**src/rtl/game_pkg.sv**
```systemverilog
// Shared definitions for the game command generator and the game state machine.
//  - GAME_* : 2-bit state encodings seen on state_in
//  - game_cmd_t : bundle of the four one-cycle command pulses
package game_pkg;

  localparam logic [1:0] GAME_RUNNING = 2'b00;
  localparam logic [1:0] GAME_PAUSED  = 2'b01;
  localparam logic [1:0] GAME_OVER    = 2'b10;

  typedef struct packed {
    logic start;
    logic resume;
    logic pause;
    logic die;
  } game_cmd_t;

  localparam game_cmd_t CMD_NONE = '{start: 1'b0, resume: 1'b0, pause: 1'b0, die: 1'b0};

endpackage

```
**src/rtl/btn_debounce.sv**
```systemverilog
// Button conditioner: two-flop synchroniser, debounce counter, press-edge detector.
// Ports:
//  clk    in   system clock
//  reset  in   synchronous active-high reset
//  btn    in   raw asynchronous button
//  press  out  registered one-cycle pulse on each rising edge of the debounced level
module btn_debounce #(
  parameter int unsigned DEBOUNCE_CYCLES = 4
) (
  input  logic clk,
  input  logic reset,
  input  logic btn,
  output logic press
);

  localparam int unsigned CntW = (DEBOUNCE_CYCLES < 2) ? 1 : $clog2(DEBOUNCE_CYCLES + 1);

  logic            sync1_q, sync2_q;
  logic            level_q, level_d;
  logic            hist_q;
  logic            press_q;
  logic [CntW-1:0] cnt_q, cnt_d;

  always_comb begin
    cnt_d   = cnt_q;
    level_d = level_q;
    if (sync2_q == level_q) begin
      cnt_d = '0;
    end else if (int'(cnt_q) + 1 >= int'(DEBOUNCE_CYCLES) - 1) begin
      // The counter would reach DEBOUNCE_CYCLES-1 on this edge: accept the new level.
      level_d = sync2_q;
      cnt_d   = '0;
    end else begin
      cnt_d = cnt_q + 1'b1;
    end
  end

  always_ff @(posedge clk) begin
    if (reset) begin
      sync1_q <= 1'b0;
      sync2_q <= 1'b0;
      level_q <= 1'b0;
      hist_q  <= 1'b0;
      press_q <= 1'b0;
      cnt_q   <= '0;
    end else begin
      sync1_q <= btn;
      sync2_q <= sync1_q;
      level_q <= level_d;
      hist_q  <= level_q;
      press_q <= level_q & ~hist_q;
      cnt_q   <= cnt_d;
    end
  end

  assign press = press_q;

endmodule

```
**src/rtl/game_cmd_gen.sv**
```systemverilog
// Command producer for the game state machine.
// Debounces the start/pause buttons, tracks remaining lives from hit events and emits
// registered one-cycle start/resume/pause/die pulses decoded against state_in.
// Ports:
//  clk, reset          clock and synchronous active-high reset
//  btn_start/btn_pause raw asynchronous buttons
//  hit                 synchronous one-cycle hit event
//  state_in            current game state (game_pkg encodings, 2'b11 illegal)
//  start/resume/pause/die  one-cycle command pulses (at most one high)
//  lives               lives remaining
module game_cmd_gen
  import game_pkg::*;
#(
  parameter int unsigned DEBOUNCE_CYCLES = 4,
  parameter int unsigned LIVES           = 3,
  parameter int unsigned LIVES_W         = 2
) (
  input  logic               clk,
  input  logic               reset,
  input  logic               btn_start,
  input  logic               btn_pause,
  input  logic               hit,
  input  logic [1:0]         state_in,
  output logic               start,
  output logic               resume,
  output logic               pause,
  output logic               die,
  output logic [LIVES_W-1:0] lives
);

  logic start_press, pause_press;

  btn_debounce #(
    .DEBOUNCE_CYCLES (DEBOUNCE_CYCLES)
  ) u_start_db (
    .clk   (clk),
    .reset (reset),
    .btn   (btn_start),
    .press (start_press)
  );

  btn_debounce #(
    .DEBOUNCE_CYCLES (DEBOUNCE_CYCLES)
  ) u_pause_db (
    .clk   (clk),
    .reset (reset),
    .btn   (btn_pause),
    .press (pause_press)
  );

  game_cmd_t          cmd_q, cmd_d;
  logic [LIVES_W-1:0] lives_q, lives_d;
  logic               running, paused, over, hit_ok;

  assign running = (state_in == GAME_RUNNING);
  assign paused  = (state_in == GAME_PAUSED);
  assign over    = (state_in == GAME_OVER);
  assign hit_ok  = hit & running;

  always_comb begin
    cmd_d   = CMD_NONE;
    lives_d = lives_q;

    if (start_press && over) begin
      cmd_d.start = 1'b1;
      lives_d     = LIVES_W'(LIVES);
    end

    if (hit_ok && (lives_q != '0)) begin
      lives_d   = lives_q - 1'b1;
      cmd_d.die = (lives_q == LIVES_W'(1));
    end

    // A fatal hit takes precedence over a pause press on the same edge.
    cmd_d.pause  = pause_press & running & ~cmd_d.die;
    cmd_d.resume = pause_press & paused;
  end

  always_ff @(posedge clk) begin
    if (reset) begin
      cmd_q   <= CMD_NONE;
      lives_q <= LIVES_W'(LIVES);
    end else begin
      cmd_q   <= cmd_d;
      lives_q <= lives_d;
    end
  end

  assign start  = cmd_q.start;
  assign resume = cmd_q.resume;
  assign pause  = cmd_q.pause;
  assign die    = cmd_q.die;
  assign lives  = lives_q;

endmodule

```
**config.mk**
```make
export PLATFORM = sky130hd
export DESIGN_NAME = game_cmd_gen
export DESIGN_NICKNAME = d
export VERILOG_FILES = /design/src/rtl/game_pkg.sv /design/src/rtl/btn_debounce.sv /design/src/rtl/game_cmd_gen.sv
export SDC_FILE = /design/constraint.sdc
export NUM_CORES = 1
export LEC_CHECK = 0
export ABC_AREA = 1
export BUFFER_PORTS_ARGS = -buffer_cell sky130_fd_sc_hd__buf_4
export CORE_UTILIZATION = 44
export CTS_CLUSTER_DIAMETER = 120
export DETAILED_ROUTE_END_ITERATION = 12
export GPL_TIMING_DRIVEN = 0
export HOLD_SLACK_MARGIN = 0.06
export PLACE_DENSITY = 0.71
export SYNTH_ARGS = -nofsm -noshare
export SYNTH_HDL_FRONTEND = slang
export SYNTH_HIERARCHICAL = 1
export SYNTH_SLANG_ARGS = --single-unit
```
**constraint.sdc**
```tcl
create_clock -name clk -period 1.6 [get_ports clk]
set_clock_uncertainty 0.15 [all_clocks]
set_input_delay 0.32 -clock clk [delete_from_list [all_inputs] [get_ports clk]]
set_output_delay 0.32 -clock clk [all_outputs]
set_load 0.02 [all_outputs]
```
# Word-level counts from Yosys, hierarchy flattened
# Cells that the tools add are included.
# word_totals
reg_bits,22
in_bits,7
output_inout_bits,6
wordCells,53
# classes
add_sub_neg,5
n_lt_le_gt_ge,2
eq_ne,5
mux,4
n_bitwise,11
n_reduce_logical,9
# op_table
cell,count
"32-bit by 3-bit >= comparator with 1-bit output, second input constant",2
"3-bit by 1-bit adder with 4-bit output, second input constant",2
"3-bit by 1-bit adder with 3-bit output, second input constant",2
1-bit bitwise AND,6
3-bit OR reduction,2
1-bit inverter,5
"2-bit by 1-bit equality test with 1-bit output, second input constant",2
2-bit 2-to-1 mux,2
2-bit AND reduction,2
2-bit nonzero test,2
1-bit equality test,2
"2-bit equality test, second input constant",1
1-bit logical AND,2
2-bit logical NOT,1
1-bit 2-to-1 mux,2
"2-bit by 1-bit subtractor with 2-bit output, second input constant",1

# Depth between registers and ports, before layout
# Gate-level depths: netlist of run 1.
# logic_depth
word_depth,6
depth_mapped,7
mapped_depth_nobuf,7

# Cells and area by module
# The synthesis of run 1 kept the hierarchy.
# modules_own_cells
module,n_inst,cells_each,area_each_um2,seq_area_each_um2
btn_debounce,2,34,279.0,160.2
game_cmd_gen,1,33,260.2,120.1

# Least setup slack after synthesis of run 1
# No wires, ideal clock.
# synth_timing
kind,register to register
start,register lives_q[0] (netlist: lives[0])
end,register lives_q[0] (netlist: lives[0])
setup_ns,0.115
arrival_ns,1.139
required_time_ns,1.335
path_slack_ns,0.196
path_stages_with_launch,7
path_buffers,0
synth_period_minus_slack_ns,1.404
path_cell_list,dfxtp_1 -> inv_1 -> ha_1 -> nor2_2 -> nand2_2 -> a21oi_2 -> nand2_1
# synth_via
elab_chain_cells,3
word_cells_on_any_way,5
classes_between,add/sub (1); mux (1); reduce/logical (3)
# synth_rtl
item,line,rtl
from (decl),game_cmd_gen.sv:52,"logic [LIVES_W-1:0] lives_q, lives_d;"
from (signal assigned),game_cmd_gen.sv:82,lives_q <= LIVES_W'(LIVES);
from (signal assigned),game_cmd_gen.sv:85,lives_q <= lives_d;
"parallel branches: the longest is 3 deep, another holds 2-bit by 1-bit subtractor with 2-bit output",--,
# Parallel ways; which one is timed is not known.
# A chain may end at the register's enable or synchronous reset.

# Final worst setup path of run 1
# layout_timing
start,input state_in[1]
end,register lives_q[0] (netlist: lives[0])
# layout_via
elab_chain_cells,4
word_cells_on_any_way,7
classes_between,eq/ne (1); mux (1); bitwise (1); reduce/logical (4)
# layout_rtl
item,line,rtl
from (decl),game_cmd_gen.sv:23,"input logic [1:0] state_in,"
2-bit logical NOT,game_cmd_gen.sv:55,assign running = (state_in == GAME_RUNNING);
1-bit bitwise AND,game_cmd_gen.sv:58,assign hit_ok = hit & running;
1-bit logical AND,game_cmd_gen.sv:69,if (hit_ok && (lives_q != '0)) begin
2-bit 2-to-1 mux / 2-bit nonzero test (equally long branches),--,
# Several ways; a longest one is shown, not always the timed one.

==> metrics.csv, run 1 <==
metric,value,unit
WL/cell,8.138,um
All-Layer GR Usage,15.15,%
CTS Buffer Depth,2,
area of the core,0.001727,mm2
hold-fix buffer count after cts,3,
drt total wl,1180,um
Syn Area/Cell,8.102,um2
number of synthesized flops with an enable pin,0,
row count,15,
Final Hold Vio Count,0,
Sw Share,20.98,%
GPL Wtd Cong,0.7169,
Seq pwr share,61.3,%
CTS root buffer,clkbuf_4,
Worst Tran Pin Value,217.6,ps
initial antenna violation count,0,
synth top area cells,"dfxtp_1, nor2_1, inv_1",
DRT antenna net count,0,
CTS Buf Count,3,
class of the most critical setup path,input port to flop,
Layout Utilization,58.26,%
fraction of registers with async set or reset after synthesis,0,%
number of antenna repair diodes,0,
cells after synthesis,101,
Setup TNS Final,0,ps
Avg Vias per Cell,4.317,
type of the tightest min-delay check,input port to flop,
DIE HEIGHT,45.13,um
switching pwr,192.0,uW
worst min-delay path endpoint,resume$_SDFF_PP0_,
largest net degree at the start of global routing,19,
kind of capture point of the worst setup path,flop,
H-tree levels,1,
hold depth,3,
crit start category,input port,
Iter 0 DRT Violations,5,
Int Power,723.4,uW
FILL cells,167,
Commonest cells post-synth,"dfxtp_1, nor2_1, inv_1",
clock sink total,22,
Max Freq,0.7243,GHz
reg2reg end,lives[0]$_SDFFE_PP1P_,
postcts setup bufs,0,
VDD IR max,0.4619,mV
share of power burned in combinational logic,6.4,%
Hold Path Origin,state_in[0],
Worst EP required,1660,ps
pre-CTS setup slack,259.8,ps
register bit count reported by yosys,22,
CTS tree,built,
most numerous cell in the Yosys netlist,dfxtp_1,
met3 Resource Use GR,4.800,%
R2R setup slack,250,ps
Final Setup Violations,0,
Synthesis Warnings,6,
Slew Limit Fails,0,
I/O pins,13,
DRC,0,
power consumption,915.4,uW
later-pin clock latency in the skew report,290,ps
Initial Utilization,47.39,%
final period utilization,86.29,%
post-synth net total,112,
IO buf count,12,
Reg2Reg Depth,6,
die width,45.13,um
M1 GR Usage,15.25,%
busiest grt layer,met2,
Yosys top cell by area,dfxtp_1,
CP arrival,1440,ps
PwrDens,910.0,mW/mm2
sequential area share after synthesis,53.82,%
vias,626,
"Clk pin slew, worst setup/hold paths",110,ps
fin crit period,1381,ps
first-pass GRT wire length,2083,um
Hold Slack,133.7,ps
CTS resizes,0,
met2 Use GR,25.22,%
Area Growth Syn to Fin,22.94,%
outcome,completed,
Slew HR,85.36,%
DP HPWL,811.9,um
RSZ-0062 raised after global routing,no,
total grt overflow,0,
die area,0.002036,mm2
post-synthesis cell area,818.3,um2
max-cap violations,0,
Cell variety after synth,13,
vias in the first global route,542,
worst setup margin,219.3,ps
Synth top area share,53.82,%
clock network fraction of design power,32.3,%
layout cells sized above 1,25.00,%
Synth Flop Type,dfxtp_1,
Final Net Count,132,
Leak,0.4868,nW
CP max FO,4,
DRT Pass-1 Iters,4,
R2R Path Start,lives[0]$_SDFFE_PP1P_,
-- flip-flops by register name, indices dropped and copies added (netlist names) --
register / cells
u_start_db/press: 1
u_pause_db/hist_q: 1
u_pause_db/sync1_q: 1
u_pause_db/level_q: 1
start: 1
u_pause_db/cnt_q: 3
u_start_db/sync2_q: 1
u_pause_db/sync2_q: 1
lives: 2
u_start_db/level_q: 1
u_start_db/cnt_q: 3
u_pause_db/press: 1
pause: 1
u_start_db/sync1_q: 1
resume: 1
die: 1
u_start_db/hist_q: 1
-- metal layers --
layer | wire length [um] | part of all wire [%] | vias up
li1 | - | - | 336
met1 | 532 | 45 | 275
met2 | 576 | 49 | 13
met3 | 49 | 4.2 | 2
met4 | 21 | 1.8 | 0
met5 | 0 | 0 | -
-- power groups by stage --
stage	Sequential (mW)	Combinational (mW)	Clock (mW)
floorplan	0.575	0.0258	0
global route	0.563	0.0669	0.340
detailed placement	0.574	0.0532	0
global placement	0.574	0.0515	0
CTS	0.562	0.0594	0.311
finish	0.561	0.0585	0.296
-- worst max-delay path, cell delays in order --
cell and delay [ps]:
dlygate4sd3_1 540, buf_4 150, nor2_2 160, nand2_2 100
a21oi_2 110, nand2_1 50
-- area by class of cell --
| class | instances | area [um2] | area share, % |
|---|---|---|---|
| Sequential cell | 22 | 440.4 | 43.78 |
| Multi-Input combinational cell | 56 | 291.5 | 28.98 |
| Timing Repair Buffer | 15 | 120.1 | 11.94 |
| Inverter | 23 | 86.33 | 8.582 |
| Clock buffer | 4 | 36.28 | 3.607 |
| Tap cell | 25 | 31.28 | 3.109 |
-- kinds of logic after synthesis --
| group | after synthesis | share of synthesized area [%] |
|---|---|---|
| compound gates | 3 | 2.905 |
| fa+ha+maj | 4 | 6.116 |
| buf+inv | 23 | 10.55 |
| flops | 22 | 53.82 |
| simple gates | 49 | 26.61 |
-- through the flow --
step           cells  area [um2]
2_1_floorplan    101       818.3
3_3_place_gp     138       939.7
3_5_place_dp     138       939.7
4_1_cts          145        1006
5_1_grt          145        1006
6_report         145        1006
-- worst max path at each step --
stage	start	to	slack (ps)	cells after the start
floorplan	lives[0]$_SDFFE_PP1P_	lives[0]$_SDFFE_PP1P_	200	6
global placement	lives[0]$_SDFFE_PP1P_	lives[0]$_SDFFE_PP1P_	280	6
detailed placement	lives[0]$_SDFFE_PP1P_	lives[0]$_SDFFE_PP1P_	260	6
CTS	lives[0]$_SDFFE_PP1P_	lives[0]$_SDFFE_PP1P_	240	6
global route	lives[0]$_SDFFE_PP1P_	lives[0]$_SDFFE_PP1P_	170	6
finish	state_in[1]	lives[0]$_SDFFE_PP1P_	220	6
-- layout by cell type (no fill, tap or decap) --
master / instances
buf_4: 12
nand3_1: 5
clkbuf_4: 3
a21oi_2: 1
nor2_1: 21
o21bai_1: 2
nor3_1: 2
dfxtp_1: 22
ha_1: 4
inv_1: 19
nand2_1: 11
dlygate4sd3_1: 3
clkbuf_8: 1
nor4_1: 1
nand2_2: 5
nor2_2: 4
inv_2: 4
Power figures use the tool's default switching activity.
==> run 2: changes to the inputs <==
==> constraint.sdc (replaced) <==
create_clock -name clk -period 1.6 [get_ports clk]
set_clock_uncertainty 0.15 [all_clocks]
set_input_delay 0.08 -clock clk [delete_from_list [all_inputs] [get_ports clk]]
set_output_delay 0.08 -clock clk [all_outputs]
set_load 0.02 [all_outputs]
==> run 2 against run 1 <==
Combinational power rose by 17%. Final cell count increased by 4.1%. Clock power about the same. Sequential cell count is the same. Worst setup slack lost 160 ps. Via count is 4.5% higher. Total power up 1.1%. Critical path depth decreased by 2. Global-route usage up 1.0 points. Cell area is 6.0% higher. Routed wire length rose by 6.9%.
==> metrics.csv, run 2 (synthesized netlist as in run 1, its figures left out) <==
metric,value,unit,change
Seq pwr share,60.7,%,-0.6 points
IO buf count,12,,unchanged
Hold Slack,249.9,ps,+116.2 ps
vias,654,,+4.5%
Max Freq,0.6478,GHz,-11%
clock network fraction of design power,32.0,%,-0.3 points
"Clk pin slew, worst setup/hold paths",110,ps,about the same
DP HPWL,811.9,um,unchanged
first-pass GRT wire length,2214,um,+6.3%
vias in the first global route,581,,+7.2%
die area,0.002036,mm2,unchanged
multi-input logic area,291.5,um2,unchanged
DRT Pass-1 Iters,3,,-1
Final Hold Vio Count,0,,unchanged
DIE HEIGHT,45.13,um,unchanged
CTS tree,built,,
Placed Instances,138,,unchanged
VDD IR max,0.4625,mV,+0.14%
RSZ-0062 raised after global routing,no,,
class of the most critical setup path,input port to flop,,
number of antenna repair diodes,0,,unchanged
Leak,0.5175,nW,+6.3%
WL/cell,8.351,um,+2.6%
max-cap violations,0,,unchanged
crit start category,input port,,
Int Power,731.3,uW,+1.1%
Final Net Count,138,,+4.5%
Area Growth Syn to Fin,30.27,%,
DRC,0,,unchanged
final period utilization,96.47,%,+10 points
Worst Tran Pin Value,206.4,ps,-11.23 ps
type of the tightest min-delay check,flop to flop,,
cell family with most CP delay,buffers and inverters,,
Initial Utilization,47.39,%,unchanged
fin crit period,1544,ps,+162.9 ps
Reg area,440.4,um2,unchanged
row count,15,,unchanged
CTS resizes,0,,unchanged
Worst EP required,1700,ps,+40 ps
FILL cells,162,,-3.0%
CTS Buffer Depth,2,,unchanged
largest net degree at the start of global routing,19,,unchanged
All-Layer GR Usage,16.15,%,+1.0 points
Slew HR,86.12,%,+0.76 points
initial antenna violation count,0,,unchanged
GPL Wtd Cong,0.7169,,unchanged
CP Cell Sequence,dlygate4sd3_1 > buf_4 > nor4_1 > dlygate4sd3_1,,
CTS Buf Count,3,,unchanged
later-pin clock latency in the skew report,290,ps,about the same
layout cells sized above 1,23.81,%,-1.2 points
Iter 0 DRT Violations,5,,unchanged
CP max stage cell,dlygate4sd3_1,,
outcome,completed,,
power consumption,925.2,uW,+1.1%
CP arrival,1640,ps,+200 ps
Post-Place Cell Area,939.7,um2,unchanged
critical path's largest stage delay,570,ps,+30 ps
total grt overflow,0,,unchanged
clock sink total,22,,unchanged
Final Setup Violations,0,,unchanged
WP buf/inv,3,,+1
switching pwr,193.9,uW,+0.97%
"most used cell, CP",dlygate4sd3_1,,
CTS root buffer,clkbuf_4,,
PwrDens,867.9,mW/mm2,-4.6%
die width,45.13,um,unchanged
Avg Vias per Cell,4.331,,+0.32%
I/O pins,13,,unchanged
Finished Cell Area,0.001066,mm2,+6.0%
Slew Limit Fails,0,,unchanged
kind of capture point of the worst setup path,flop,,
CP max FO,18,,+14
share of power burned in combinational logic,7.4,%,+1.0 points
Setup TNS Final,0,ps,unchanged
area of the core,0.001727,mm2,unchanged
"most common cell after layout, fill and taps aside",dfxtp_1,,
DRT antenna net count,0,,unchanged
drt total wl,1261,um,+6.9%
H-tree levels,1,,unchanged
most frequent cells in the layout,"dfxtp_1, nor2_1, inv_1, buf_4, nand2_1",,
R2R setup slack,250,ps,about the same
Sw Share,20.96,%,about the same
fin cells,151,,+4.1%
## run 2: changes by cell type in the layout (fill, tap and decap cells not counted)
| cell | before | now |
|---|---|---|
| dlygate4sd3_1 | 3 | 9 |
## run 2: stage by stage
step | utilization, % | setup WS (ps)
after floorplan | - | 196.5
after global placement | 54.42 | 284.1
after detailed placement | 54.42 | 259.8
after CTS | 61.74 | 63.86
after global routing | 61.74 | 8.364
final | 61.74 | 56.41
## run 2: layout make-up
class / count / area share (%)
multi-input combinational: 56 / 27.35
tap: 25 / 2.934
sequential: 22 / 41.31
timing repair buffer: 21 / 16.90
inverter: 23 / 8.099
clock buffer: 4 / 3.404
## run 2: power groups by stage
| stage | registers, mW | logic (mW) | clock network, mW |
|---|---|---|---|
| CTS | 0.562 | 0.0689 | 0.311 |
| global placement | 0.574 | 0.0515 | 0 |
| global route | 0.563 | 0.0770 | 0.340 |
| finish | 0.561 | 0.0682 | 0.296 |
| floorplan | 0.575 | 0.0258 | 0 |
| detailed placement | 0.574 | 0.0532 | 0 |
## run 2: metal layers
metal / vias to the layer above / GRT usage [%] / part of all wire, %
met3: 2 / 4.800 / 3.1
met4: 0 / 12.73 / 1.4
met1: 291 / 15.00 / 45
met5: - / 0 / 0
li1: 348 / - / -
met2: 13 / 28.99 / 51
## run 2: worst paths after layout
path | end | cells past startpoint | from
worst max-delay path | resume$_SDFF_PP0_ | 4 | reset
worst min-delay path | u_pause_db/press$_SDFF_PP0_ | 1 | u_pause_db/hist_q$_SDFF_PP0_
worst max register to register | lives[0]$_SDFFE_PP1P_ | 6 | lives[0]$_SDFFE_PP1P_
worst min register to register | u_pause_db/press$_SDFF_PP0_ | 1 | u_pause_db/hist_q$_SDFF_PP0_
## run 2: worst reg2reg max path, delay by kind of cell (launching register included)
| family | cells | cell delay (ps) |
|---|---|---|
| compound gates | 1 | 110 |
| fa+ha+maj | 1 | 210 |
| buf+inv | 1 | 80 |
| flops | 1 | 410 |
| simple gates | 3 | 300 |
## run 2: repair_timing
action                    CTS  global route
hold endpoints to repair   21             0
buffers inserted            0             0
hold buffers                9             0
